### src/rtl/mux_n_to_1_reg_if.sv
// Handshake/data bundle for mux_n_to_1_reg: slave is the selector, master drives sources and sink.
interface mux_n_to_1_reg_if #(
  parameter int unsigned WORD_WIDTH = 16,
  parameter int unsigned NUM_INPUTS = 4,
  parameter int unsigned SEL_WIDTH  = 2
);
  logic [NUM_INPUTS*WORD_WIDTH-1:0] in_bus;
  logic                             in_valid;
  logic                             in_ready;
  logic [SEL_WIDTH-1:0]             sel;
  logic                             auto_mode;
  logic [WORD_WIDTH-1:0]            out;
  logic                             out_valid;
  logic                             out_ready;
  logic [SEL_WIDTH-1:0]             out_sel;
  logic                             out_err;

  modport master (
    output in_bus, in_valid, sel, auto_mode, out_ready,
    input  in_ready, out, out_valid, out_sel, out_err
  );

  modport slave (
    input  in_bus, in_valid, sel, auto_mode, out_ready,
    output in_ready, out, out_valid, out_sel, out_err
  );
endinterface

### src/rtl/mux_n_to_1_reg.sv
// Registered N-to-1 word selector with valid/ready handshake and round-robin auto-scan.
// Optional MUX_N_TO_1_HOLD_EN: keep out/out_sel/out_err after the word is taken.
module mux_n_to_1_reg #(
  parameter int unsigned WORD_WIDTH = 16,
  parameter int unsigned NUM_INPUTS = 4,
  parameter int unsigned SEL_WIDTH  = 2
) (
  input logic            clk,
  input logic            rst,
  mux_n_to_1_reg_if.slave bus
);

  localparam logic [SEL_WIDTH:0]   NumIn   = (SEL_WIDTH + 1)'(NUM_INPUTS);
  localparam logic [SEL_WIDTH-1:0] LastIdx = SEL_WIDTH'(NUM_INPUTS - 1);

  logic [WORD_WIDTH-1:0] out_q, out_d;
  logic [SEL_WIDTH-1:0]  out_sel_q, out_sel_d;
  logic                  out_err_q, out_err_d;
  logic                  out_valid_q, out_valid_d;
  logic [SEL_WIDTH-1:0]  scan_cnt_q, scan_cnt_d;

  logic                  in_ready;
  logic                  accept;
  logic [SEL_WIDTH-1:0]  idx;
  logic                  idx_legal;
  logic [WORD_WIDTH-1:0] chan;

  assign in_ready  = ~out_valid_q | bus.out_ready;
  assign accept    = bus.in_valid & in_ready;
  assign idx       = bus.auto_mode ? scan_cnt_q : bus.sel;
  assign idx_legal = {1'b0, idx} < NumIn;

  // Compare-and-pick avoids any out-of-range part-select for illegal indices.
  always_comb begin
    chan = '0;
    for (int k = 0; k < int'(NUM_INPUTS); k++) begin
      if (idx == SEL_WIDTH'(k)) chan = bus.in_bus[k*WORD_WIDTH +: WORD_WIDTH];
    end
  end

  always_comb begin
    out_d       = out_q;
    out_sel_d   = out_sel_q;
    out_err_d   = out_err_q;
    out_valid_d = out_valid_q;
    if (accept) begin
      out_d       = idx_legal ? chan : '0;
      out_err_d   = ~idx_legal;
      out_sel_d   = idx;
      out_valid_d = 1'b1;
    end else if (out_valid_q && bus.out_ready) begin
      out_valid_d = 1'b0;
`ifndef MUX_N_TO_1_HOLD_EN
      out_d       = '0;
      out_sel_d   = '0;
      out_err_d   = 1'b0;
`endif
    end
  end

  always_comb begin
    scan_cnt_d = scan_cnt_q;
    if (!bus.auto_mode) begin
      scan_cnt_d = '0;
    end else if (accept) begin
      scan_cnt_d = (scan_cnt_q == LastIdx) ? '0 : scan_cnt_q + 1'b1;
    end
  end

  always_ff @(posedge clk) begin
    if (rst) begin
      out_q       <= '0;
      out_sel_q   <= '0;
      out_err_q   <= 1'b0;
      out_valid_q <= 1'b0;
      scan_cnt_q  <= '0;
    end else begin
      out_q       <= out_d;
      out_sel_q   <= out_sel_d;
      out_err_q   <= out_err_d;
      out_valid_q <= out_valid_d;
      scan_cnt_q  <= scan_cnt_d;
    end
  end

  assign bus.in_ready  = in_ready;
  assign bus.out       = out_q;
  assign bus.out_sel   = out_sel_q;
  assign bus.out_err   = out_err_q;
  assign bus.out_valid = out_valid_q;

endmodule
### src/flat_wrapper.sv
// flat-port wrapper written by rule: the top's interface ports become plain ports
module mux_n_to_1_reg_flat 
#(
  parameter int unsigned WORD_WIDTH = 16,
  parameter int unsigned NUM_INPUTS = 4,
  parameter int unsigned SEL_WIDTH  = 2
)
  (clk, rst, bus_in_bus, bus_in_valid, bus_sel, bus_auto_mode, bus_out_ready, bus_in_ready, bus_out, bus_out_valid, bus_out_sel, bus_out_err);
  mux_n_to_1_reg_if #(.WORD_WIDTH(WORD_WIDTH), .NUM_INPUTS(NUM_INPUTS), .SEL_WIDTH(SEL_WIDTH)) bus_i ();
  input logic clk;
  input logic rst;
  input wire logic [$bits(bus_i.in_bus)-1:0] bus_in_bus;
  input wire logic [$bits(bus_i.in_valid)-1:0] bus_in_valid;
  input wire logic [$bits(bus_i.sel)-1:0] bus_sel;
  input wire logic [$bits(bus_i.auto_mode)-1:0] bus_auto_mode;
  input wire logic [$bits(bus_i.out_ready)-1:0] bus_out_ready;
  output wire logic [$bits(bus_i.in_ready)-1:0] bus_in_ready;
  output wire logic [$bits(bus_i.out)-1:0] bus_out;
  output wire logic [$bits(bus_i.out_valid)-1:0] bus_out_valid;
  output wire logic [$bits(bus_i.out_sel)-1:0] bus_out_sel;
  output wire logic [$bits(bus_i.out_err)-1:0] bus_out_err;
  assign bus_i.in_bus = bus_in_bus;
  assign bus_i.in_valid = bus_in_valid;
  assign bus_i.sel = bus_sel;
  assign bus_i.auto_mode = bus_auto_mode;
  assign bus_i.out_ready = bus_out_ready;
  assign bus_in_ready = bus_i.in_ready;
  assign bus_out = bus_i.out;
  assign bus_out_valid = bus_i.out_valid;
  assign bus_out_sel = bus_i.out_sel;
  assign bus_out_err = bus_i.out_err;
  mux_n_to_1_reg #(.WORD_WIDTH(WORD_WIDTH), .NUM_INPUTS(NUM_INPUTS), .SEL_WIDTH(SEL_WIDTH)) u_core (.clk(clk), .rst(rst), .bus(bus_i));
endmodule
### config.mk
export PLATFORM = sky130hd
export DESIGN_NAME = mux_n_to_1_reg_flat
export DESIGN_NICKNAME = d
export VERILOG_FILES = /design/src/rtl/mux_n_to_1_reg_if.sv /design/src/rtl/mux_n_to_1_reg.sv /design/src/flat_wrapper.sv
export SDC_FILE = /design/constraint.sdc
export NUM_CORES = 1
export LEC_CHECK = 0
export CAP_MARGIN = 20
export CORE_MARGIN = 4
export CORE_UTILIZATION = 36
export CTS_CLUSTER_DIAMETER = 80
export DETAILED_ROUTE_END_ITERATION = 8
export PLACE_DENSITY = 0.83
export SYNTH_ARGS = -nofsm -noshare
export SYNTH_HDL_FRONTEND = slang
export SYNTH_SLANG_ARGS = --single-unit
### constraint.sdc
create_clock -name clk -period 1.8 [get_ports clk]
set_clock_uncertainty 0.1 [all_clocks]
set_input_delay 0.45 -clock clk [delete_from_list [all_inputs] [get_ports clk]]
set_output_delay 0.45 -clock clk [all_outputs]
set_load 0.01 [all_outputs]
; ---- Word level (Yosys, flattened, before mapping)
; Cells that the tools add are included.
[word_totals]
regBits = 21
romBits = 0
word_cells = 29
out_inout_bits = 21
n_memories = 0
mem_bits_rw = 0
latch_bits = 0
[op_classes]
mux = 12
n_eq_ne = 4
shifts = 0
div = 0
bitwise_logic = 4
order_cmp = 0
add_sub_neg = 1
n_reduce_logical = 4
mul = 0
[ops]
columns = cell, n
row1 = 16-bit 2-to-1 mux, 6
row2 = 2-bit 2-to-1 mux, 4
row3 = "2-bit equality test, second input constant", 3
row4 = "2-bit by 1-bit adder with 2-bit output, second input constant", 1
row5 = "2-bit by 1-bit equality test with 1-bit output, second input constant", 1
row6 = 2-bit logical NOT, 1
row7 = 1-bit 2-to-1 mux, 2
row8 = 1-bit inverter, 2
row9 = 2-bit nonzero test, 1
row10 = 2-bit OR reduction, 1
row11 = 1-bit AND, 1
row12 = 1-bit logical AND, 1
row13 = 1-bit OR, 1

; ---- Depth between registers and ports, before layout
; Gate-level depths: netlist of the first run.
[depth]
ltp_word = 7
depth_mapped = 6
mapped_depth_nobuf = 4

; ---- Least setup slack after synthesis of the first run
; No wires, ideal clock.
[synth_path]
path_kind = in2reg
startpoint = input port bus_auto_mode
endpoint = register u_core.out_q[1] (netlist: u_core.bus.out[1])
slack_ns = 0.136
n_path_buf = 2
stages = 6
arrival_time_ns = 1.478
t_required_ns = 1.614
path_cell_list = buf_6 nor2b_4 a32oi_2 buf_6 o221ai_2 a221oi_2
[synth_via]
elab_chain_len = 7
word_cells_on_any_way = 10
[synth_lines]
columns = element, line_no
row1 = start: declaration, flat_wrapper.sv:15  ; input wire logic [$bits(bus_i.auto_mode)-1:0] bus_auto_mode;
row2 = 2-bit 2-to-1 mux *, mux_n_to_1_reg.sv:30  ; assign idx = bus.auto_mode ? scan_cnt_q : bus.sel;
row3 = 2-bit logical NOT, mux_n_to_1_reg.sv:37  ; if (idx == SEL_WIDTH'(k)) chan = bus.in_bus[k*WORD_WIDTH +: WORD_WIDTH];
row4 = 16-bit 2-to-1 mux (3 in a row), mux_n_to_1_reg.sv:37
row5 = 16-bit 2-to-1 mux *, mux_n_to_1_reg.sv:37
row6 = 16-bit 2-to-1 mux *, mux_n_to_1_reg.sv:46  ; if (accept) begin
row7 = end signal: assignment, mux_n_to_1_reg.sv:78  ; out_q <= out_d;
row8 = end: declaration, mux_n_to_1_reg.sv:16  ; logic [WORD_WIDTH-1:0] out_q, out_d;
; Mark *: on every way between the ends. The rest lies on a longest branch, timed or not.
; A chain may end at the register's enable or synchronous reset.

; ---- Worst setup path after layout of the first run
[layout_path]
startpoint = register u_core.out_q[2] (netlist: u_core.bus.out[2])
endpoint = output port bus_out[2]
[layout_lines]
columns = element, line_no
row1 = end: declaration, flat_wrapper.sv:18  ; output wire logic [$bits(bus_i.out)-1:0] bus_out;
; No word-level cell between the ends.

==> results.md, run 1 <==
* Fraction of layout cells with a size suffix above 1 at 25.83%
* Placed cell count at 283
* N_diodes at 0
* Status: finished, final reports clean
* I/O pin count at 92
* Number of global-route vias before repair at approximately 1600
* PD cells at 516.4 nW/µm²
* Root Driver: clkbuf_8
* Clock Latency Late Sink at ~0.26 ns
* Total Routing Usage GR at 19.30%
* Worst Path Buf+Inv at 1
* FFs w/ async S/R, synth at 0%
* Leading area contributor after synthesis: dfxtp_1
* Yosys cell types at 27
* Area Growth Syn to Fin at 90.99%
* Crit path largest cell delay at 0.57 ns
* Unrepaired setup endpoints after global routing: no
* Share of the synthesized area in the top cell type at 29.68%
* Final hold vios at 0
* Inserted Clock Buffers at 3
* Clock sinks at 21
* DR vias at around 1600
* Startpoint types: flip-flop
* Logic gate share of total power at between 40% and 50%
* Clock buffer depth at 2
* Final non-filler cell total at 288
* First-pass GRT wire length at 7.776 mm
* Crit-path slowest cell: clkdlybuf4s50_1
* Arrival @ worst endpoint at 1.22 ns
* WL final at 4.949 mm
* Critical path class: flip-flop to primary output
* # rows at 22
* Core Area at 3744 µm²
* Syn Area/Cell at 10.12 µm²
* Initial DRC count at 74
* Final setup viols at 0
* Die height at 70.73 µm
* Internal reg-to-reg setup slack at 0.22 ns
* Final Core Density at 72.26%
* Total chip power at 1.397 mW
* WP depth at 1
* Clock share of power at 22.0%
* FMAX at roughly 570 MHz
* Post-CTS Setup Bufs at 0
* Post-Syn Nets at 212
* Worst Hold Class: flip-flop to flip-flop
* Peak supply drop at roughly 0.55 mV
* R2R Path End: u_core.bus.out[2]
* CTS tree: done
* Die ar. at 5002 µm²
* Slew Viols, Final at 0
* Wire length per cell at 17.18 µm
* FF-to-FF path depth at 5
* Pre-antenna DRT Iters at 5
* Sw Share at 28.88%
* Initial Util at about 38%
* CP top delay family: buffers and inverters
* Final period util at 98.07%
* Post-synthesis register bit count at 21
* Min-delay src: u_core.bus.out[12]
* Fin crit period at 1.765 ns
* Post-route DRC at 0
* Top area cells in the synthesized netlist: dfxtp_1, mux2i_1, a221oi_2
* Post-place setup slack at -0.3807 ns
* Synthesized area at 1416 µm²
* CP Cell Sequence: clkdlybuf4s50_1
* Nets at 313
* Sequential share of power at a little under two fifths
* Ys Warns at 0
* Antenna violations before repair at 0
* Crit Path Max Fanout at 3
* Number of enable flip-flop cells after synthesis at 0
* Maxcap violations at 0
* Post-Syn Instances at 140
* CP startpoint: u_core.bus.out[2]
* Required time of the worst setup path at about 1.3 ns
* H-tree depth at 1
* CP Capture Point: bus_out[2]
* Sequential share of the synthesized area at 29.68%
* Setup TNS at 0 ns
* P_sw at 403.4 µW
* Final GP Congestion at 0.7530
* Pin count of the biggest net entering global routing at 21
* Die Width at between 70 and 80 µm
* Clk pin slew, worst setup/hold paths at 0.07 ns
* RR Startpoint: u_core.scan_cnt_q[0]
* Dpl hpwl at between 3 and 4 mm
* Top_reg_cell synth: dfxtp_1
* Setup ws final at 0.03475 ns
* Cell-internal power at roughly 990 µW
* Port Buf Inserts at 90
* Leak pwr at 1.012 nW
* Crit path capture type: primary output
* ANT nets after route at 0
* DR vias/cell at 5.427
* Total gr overflow at 0
-- routing by layer --
metal | vias to the layer above | global-route usage, % | share of wire (%) | routed length [µm]
met1 | 744 | 21.10 | 37 | 1816
li1 | 758 | - | - | -
met4 | 0 | 2.505 | 1.4 | 67
met5 | - | 0 | 0 | 0
met3 | 8 | 4.261 | 5.9 | 290
met2 | 53 | 38.31 | 56 | 2775
-- through the flow --
| stage | hold slack, ns | cell area (µm²) |
|---|---|---|
| final | 0.3900 | 2705 |
| after global routing | 0.4128 | 2705 |
| after CTS | 0.3957 | 2649 |
| after detailed placement | 0.3769 | 2499 |
| after global placement | 0.3670 | 2499 |
| after floorplan | 0.4080 | 1416 |
-- cell usage in the layout (no fill, tap or decap), types with 3 or more instances in the layout --
cell,instances
o221ai_4,4
mux2i_1,16
o221ai_2,12
clkdlybuf4s50_1,85
a21oi_1,19
buf_12,5
nand2_1,20
clkbuf_8,3
buf_6,5
buf_4,8
dlymetal6s2s_1,3
nor2_1,3
a221oi_2,13
dfxtp_1,20
a221oi_1,3
-- registers in the layout (all words and copies together), names as in the netlist --
register	count
u_core.bus.out	16
u_core.bus.out_sel	2
u_core.scan_cnt_q	2
u_core.bus.out_valid	1
-- tightest hold or removal path: stages (launching register included) --
cell,delay [ns]
dfxtp_1,0.33
nand2_1,0.05
a221oi_1,0.06
-- kinds of logic (layout without fill, tap and decap cells) --
family | Yosys count | count (layout) | share of synthesized area [%]
compound gates | 56 | 56 | 40.72
fa+ha+maj | 1 | 1 | 0.8833
buf+inv | 15 | 115 | 6.801
flops | 21 | 21 | 29.68
mux | 18 | 18 | 12.81
other cells | 1 | 1 | 0.2648
simple gates | 28 | 28 | 8.834
-- synthesized netlist by cell type, types with 2 or more instances --
| library cell | instances |
|---|---|
| dfxtp_1 | 21 |
| nand2_1 | 20 |
| a21oi_1 | 19 |
| mux2i_1 | 17 |
| a221oi_2 | 10 |
| o221ai_2 | 10 |
| a221oi_1 | 6 |
| o221ai_1 | 6 |
| buf_4 | 4 |
| clkbuf_1 | 4 |
| buf_6 | 3 |
| nor2_1 | 3 |
| buf_2 | 2 |
| nand2b_1 | 2 |
-- cell type report --
type                       instances  area (µm²)
multi-input combinational        104        1027
inverter                           2       7.507
clock buffer                       4       45.04
fill                             280        1039
tap                               48       60.06
sequential                        21       421.7
timing repair buffer             109        1144
-- power groups by stage --
stage	clock [mW]	combinational (mW)	sequential [mW]
after CTS	0.315	0.550	0.521
after global placement	0	0.513	0.529
final	0.308	0.567	0.522
after detailed placement	0	0.521	0.531
after floorplan	0	0.206	0.541
after global routing	0.332	0.607	0.527
-- worst min path at each step --
stage | end | cells after the start
global route | u_core.bus.out[0] | 2
detailed placement | u_core.bus.out[7] | 2
CTS | u_core.bus.out[12] | 2
floorplan | u_core.bus.out[0] | 2
global placement | u_core.bus.out[13] | 2
finish | u_core.bus.out[12] | 2
-- what timing repair did --
action | in CTS | in global routing
pin swaps | 24 | 3
hold buffers | 0 | 0
setup endpoints to repair | 18 | 11
gates resized for setup | 23 | 8
cloned | 0 | 1
No activity file was read; power rests on OpenSTA's default activity.
==> run 2: changes to the inputs <==
MAX_ROUTING_LAYER = met4   (was default)
==> run 2 against run 1 <==
Combinational power is essentially flat. Final cell count is the same. Non-clock buffer count is the same. Sequential cell count is the same. Total power grew 0.55%. Clock-buffer cell count is the same. Clock power grew 2%. Sequential power is essentially flat. Routed wire length grew 0.59%. Maximum frequency is essentially flat. Critical path type unchanged. Largest cell class unchanged. Largest power group unchanged.
==> results.md, run 2 (synthesis gave the netlist of run 1 again) <==
* Status: finished, final reports clean
* DR vias at 1561
* Final Core Density at 72.26%
* Dpl hpwl at between 3 and 4 mm
* Met3 Resource Use GR at 3.409%
* Port Buf Inserts at 90
* Max reg flops at 16
* Post-CTS Setup Bufs at 0
* Leading cell type in the layout, fill and taps excluded: clkdlybuf4s50_1
* N_diodes at 0
* Fraction of layout cells with a size suffix above 1 at 25.83%
* Clock Latency Late Sink at between 0.2 and 0.3 ns
* Die Width at 70.73 µm
* Final GP Congestion at 0.7627
* CTS tree: done
* Initial DRC count at 80
* Clock buffer depth at 2
* Fin area at 2705 µm²
* Startpoint types: flip-flop
* Number of global-route vias before repair at 1650
* Nets at 313
* Final setup viols at 0
* Worst Path Buf+Inv at 1
* Filler cells at around 280
* Pin count of the biggest net entering global routing at 21
* Clk pin slew, worst setup/hold paths at 0.08 ns
* Area Growth Syn to Fin at 90.99%
* GR Util met1 at 21.62%
* Hold_ws at 0.3911 ns
* Peak supply drop at 0.5543 mV
* Maxcap violations at 0
* Die ar. at 5002 µm²
* DR vias/cell at roughly 5.4
* Post-route DRC at 0
* Arrival @ worst endpoint at roughly 1.2 ns
* Crit path largest cell delay at 0.56 ns
* Busiest grt layer: met2
* # rows at 22
* Root Driver: clkbuf_8
* Critical path class: flip-flop to primary output
* CP Cell Sequence: clkdlybuf4s50_1
* Wire length per cell at approximately 17 µm
* CP top delay family: buffers and inverters
* Total gr overflow at 0
* I/O pin count at around 90
* Fin crit period at 1.766 ns
* Slew Viols, Final at 0
* Crit path capture type: primary output
* Crit Path Max Fanout at 3
* Commonest non-fill, non-tap cells in the layout: clkdlybuf4s50_1, nand2_1, dfxtp_1, a21oi_1, mux2i_1
* Unrepaired setup endpoints after global routing: no
* Routing usage on met2 at 38.31%
* Die height at 70.73 µm
* FMAX at roughly 570 MHz
* Inserted Clock Buffers at 3
* H-tree depth at 1
* Final hold vios at 0
* Crit-path slowest cell: clkdlybuf4s50_1
* Total Routing Usage GR at 19.88%
* Initial Util at 37.83%
* Core Area at about 3700 µm²
* Clock sinks at 21
* Worst Hold Class: flip-flop to flip-flop
* PD cells at roughly 520 nW/µm²
* First-pass GRT wire length at 7.748 mm
* Placed cell area at 2499 µm²
* Required time of the worst setup path at 1.25 ns
* Pre-antenna DRT Iters at 4
* Antenna violations before repair at 0
* Leak pwr at 1.012 nW
* ANT nets after route at 0
* WL final at around 5 mm
* Final period util at slightly below 100%
* Internal reg-to-reg setup slack at 0.22 ns
## run 2: cell counts in the layout (fill, tap and decap cells not counted)
No cell type changed its count.
## run 2: report_power, final
part           internal, mW  switching [mW]
combinational         0.340           0.228
clock                 0.158           0.157
sequential            0.495          0.0266
total                 0.994           0.411
## run 2: metal layers
layer | vias to the layer above | wire length (µm)
met1 | 739 | 1864
met2 | 58 | 2777
met3 | 11 | 254
met5 | - | 0
met4 | 0 | 82
li1 | 753 | -
## run 2: final cells by class
cell class	instances	area (µm²)	area share (%)
clock buffer	4	45.04	1.665
inverter	2	7.507	0.2775
multi-input combinational	104	1027	37.97
sequential	21	421.7	15.59
tap	48	60.06	2.220
timing repair buffer	109	1144	42.28
## run 2: path summary, 6_finish.rpt
kind                        endpoint  cells past startpoint            startpoint
setup / recovery       bus_out_valid                      1  u_core.bus.out_valid
hold / removal    u_core.bus.out[12]                      2    u_core.bus.out[12]
setup reg to reg   u_core.bus.out[2]                      5  u_core.scan_cnt_q[0]
hold reg to reg   u_core.bus.out[12]                      2    u_core.bus.out[12]
## run 2: metrics by stage
step	total power, mW	instances	TNS [ns]	setup WS, ns
3_3_place_gp	1.042	283	-5.770	-0.3359
6_report	1.405	288	0	0.03371
2_1_floorplan	0.7469	140	0	0.1360
5_1_grt	1.468	288	0	0.003930
4_1_cts	1.386	287	0	0.02460
3_5_place_dp	1.052	283	-6.569	-0.3807
## run 2: timing repair
action	4_1_cts	5_1_grt
cloned	0	1
endpoints found under the setup margin	18	11
pin swaps	24	3
hold buffers	0	0
resized for setup	23	8
==> run 3: changes to the inputs <==
ABC_AREA = 1   (was default)
CORE_UTILIZATION = 37   (was 36)
PLACE_DENSITY = 0.8   (was 0.83)
==> run 3 against run 2 <==
Design area fell by 6.2%. Die area down 1.0%. Clock power is essentially flat. Utilization is 4.0 points lower. First-iteration DRC count fell by 11%. Register-to-register slack better by 0.16 ns. Critical path depth stayed put. Sequential cell count is the same. Clock-buffer cell count down 1. Sequential power decreased by 0.8%. Non-clock buffer count down 2. Final cell count rose by 33%.
==> results.md, run 3 <==
* Die height at 70.36 µm
* Crit Path Max Fanout at 3
* Total chip power at 1.363 mW
* DR vias/cell at 4.659
* Final setup viols at 0
* Unrepaired setup endpoints after global routing: yes
* Number of global-route vias before repair at 1689
* Synthesized area at 1439 µm²
* Crit path capture type: primary output
* FFs w/ async S/R, synth at 0%
* Clock Latency Late Sink at 0.26 ns
* Clock share of power at a little under a quarter
* Post-Syn Nets at between 300 and 400
* Post-Syn Instances at between 200 and 250
* Syn Area/Cell at ~6.1 µm²
* Peak supply drop at between 0.3 and 0.4 mV
* Post-CTS Setup Bufs at 0
* Max reg flops at 16
* First-pass GRT wire length at 7.465 mm
* Fraction of layout cells with a size suffix above 1 at 12.50%
* DR vias at 1789
* Post-route DRC at 0
* Total Routing Usage GR at 19.15%
* Die ar. at 4951 µm²
* Final period util at 96.50%
* FMAX at roughly 580 MHz
* Clock sinks at 21
* Leading cell type in the layout, fill and taps excluded: clkdlybuf4s50_1
* Clk pin slew, worst setup/hold paths at about 0.08 ns
* FF-to-FF path depth at 9
* Required time of the worst setup path at roughly 1.3 ns
* Ys Warns at 0
* ANT nets after route at 0
* Synth cell count leaders: nand2_1, inv_1, dfxtp_1, nand3_1, o21ai_0
* Sequential share of power at between 30% and 40%
* Critical path class: flip-flop to primary output
* Status: finished, final reports clean
* CTS tree: done
* Crit path largest cell delay at 0.56 ns
* Share of the synthesized area in the top cell type at 29.22%
* Inserted Clock Buffers at 3
* N_diodes at 0
* Antenna violations before repair at 0
* Initial DRC count at 71
* WP depth at 1
* Die Width at 70.36 µm
* Seq. cell area at between 400 and 500 µm²
* Slew Viols, Final at 0
* PD cells at 537.1 nW/µm²
* Clock buffer depth at 2
* Filler cells at 365
* P_sw at between 400 and 500 µW
* Worst Path Buf+Inv at 1
* WL final at 4.675 mm
* Most common cell in the netlist: nand2_1
* H-tree depth at 1
* Number of enable flip-flop cells after synthesis at 0
* Setup TNS at 0 ns
* Fin crit period at 1.737 ns
* Arrival @ worst endpoint at approximately 1.2 ns
* Hold Crit Depth at 2
* Post-synthesis register bit count at 21
* Startpoint types: flip-flop
* Sequential share of the synthesized area at 29.22%
* Dpl hpwl at approximately 3.7 mm
* Top area cells in the synthesized netlist: dfxtp_1, nand2_1, inv_1
* Final hold vios at 0
* Area Growth Syn to Fin at 76.35%
* Initial Util at 38.72%
* Port Buf Inserts at 90
* Maxcap violations at 0
* CP Cell Sequence: clkdlybuf4s50_1
* Total gr overflow at 0
* CP top delay family: buffers and inverters
* Sw Share at 29.91%
* Core Area at 3716 µm²
* Yosys cell types at 23
* Top_reg_cell synth: dfxtp_1
* Logic gate share of total power at about 40%
* Root Driver: clkbuf_8
* Nets at just over 400
* Final non-filler cell total at 384
* Multi-input gate area at 829.5 µm²
* Wire length per cell at between 10 and 15 µm
* Final GP Congestion at between 0.8 and 0.9
* Final Core Density at 68.28%
* Pin count of the biggest net entering global routing at 20
* Cell-internal power at 955.3 µW
* Pre-antenna DRT Iters at 4
* Crit-path slowest cell: clkdlybuf4s50_1
* I/O pin count at 92
* Commonest non-fill, non-tap cells in the layout: clkdlybuf4s50_1, nand2_1, inv_1, nand3_1, dfxtp_1
* # rows at 22
* Worst Hold Class: flip-flop to flip-flop
* Hold_ws at 0.3677 ns
* Leading area contributor after synthesis: dfxtp_1
* Leak pwr at roughly 1.1 nW
* Placed cell count at 380
run 3: final cells by class:
type | instances | share of cell area [%]
clock buffers | 3 | 1.627
clock inverters | 1 | 0.1972
inverters | 37 | 5.473
multi-input cells | 167 | 32.69
flip-flops and latches | 21 | 16.57
well taps | 48 | 2.367
repair buffers | 107 | 41.08
run 3: final timing paths:
check | startpoint | to | slack, ns
setup / recovery | u_core.bus.out_valid | bus_out_valid | 0.06
hold / removal | u_core.bus.out[1] | u_core.bus.out[1] | 0.37
setup reg to reg | u_core.bus.out_valid | u_core.bus.out[14] | 0.38
hold reg to reg | u_core.bus.out[1] | u_core.bus.out[1] | 0.37
run 3: timing repair:
item | CTS | global route
resized for setup | 5 | 11
endpoints found under the setup margin | 17 | 16
hold buffers | 0 | 0
pin swaps | 0 | 1
run 3: logic make-up (layout without fill, tap and decap cells):
family / Yosys count / count (layout) / synth area share [%]
other cells: 1 / 1 / 0.2606
compound gates: 49 / 49 / 20.00
flops: 21 / 21 / 29.22
simple gates: 116 / 116 / 34.96
buf+inv: 49 / 148 / 14.70
fa+ha+maj: 1 / 1 / 0.8694
run 3: power by group through the flow:
stage | registers (mW) | clock network, mW | logic [mW]
after floorplan | 0.541 | 0 | 0.217
after global placement | 0.527 | 0 | 0.519
after detailed placement | 0.529 | 0 | 0.523
after CTS | 0.519 | 0.319 | 0.524
after global routing | 0.522 | 0.343 | 0.584
final | 0.518 | 0.314 | 0.530
run 3: layer usage:
metal / GRT usage, % / share of wire [%] / routed length [µm]
met5: - / 0 / 0
met4: 4.681 / 1.1 / 51
met3: 5.468 / 9.5 / 444
met2: 33.16 / 48 / 2255
met1: 21.61 / 41 / 1924
run 3: per-stage QoR:
step / cell area [µm²] / worst slack (ns)
after floorplan: 1439 / 0.2244
after global placement: 2467 / -0.3033
after detailed placement: 2467 / -0.3328
after CTS: 2507 / 0.02457
after global routing: 2537 / -0.01880
final: 2537 / 0.06304
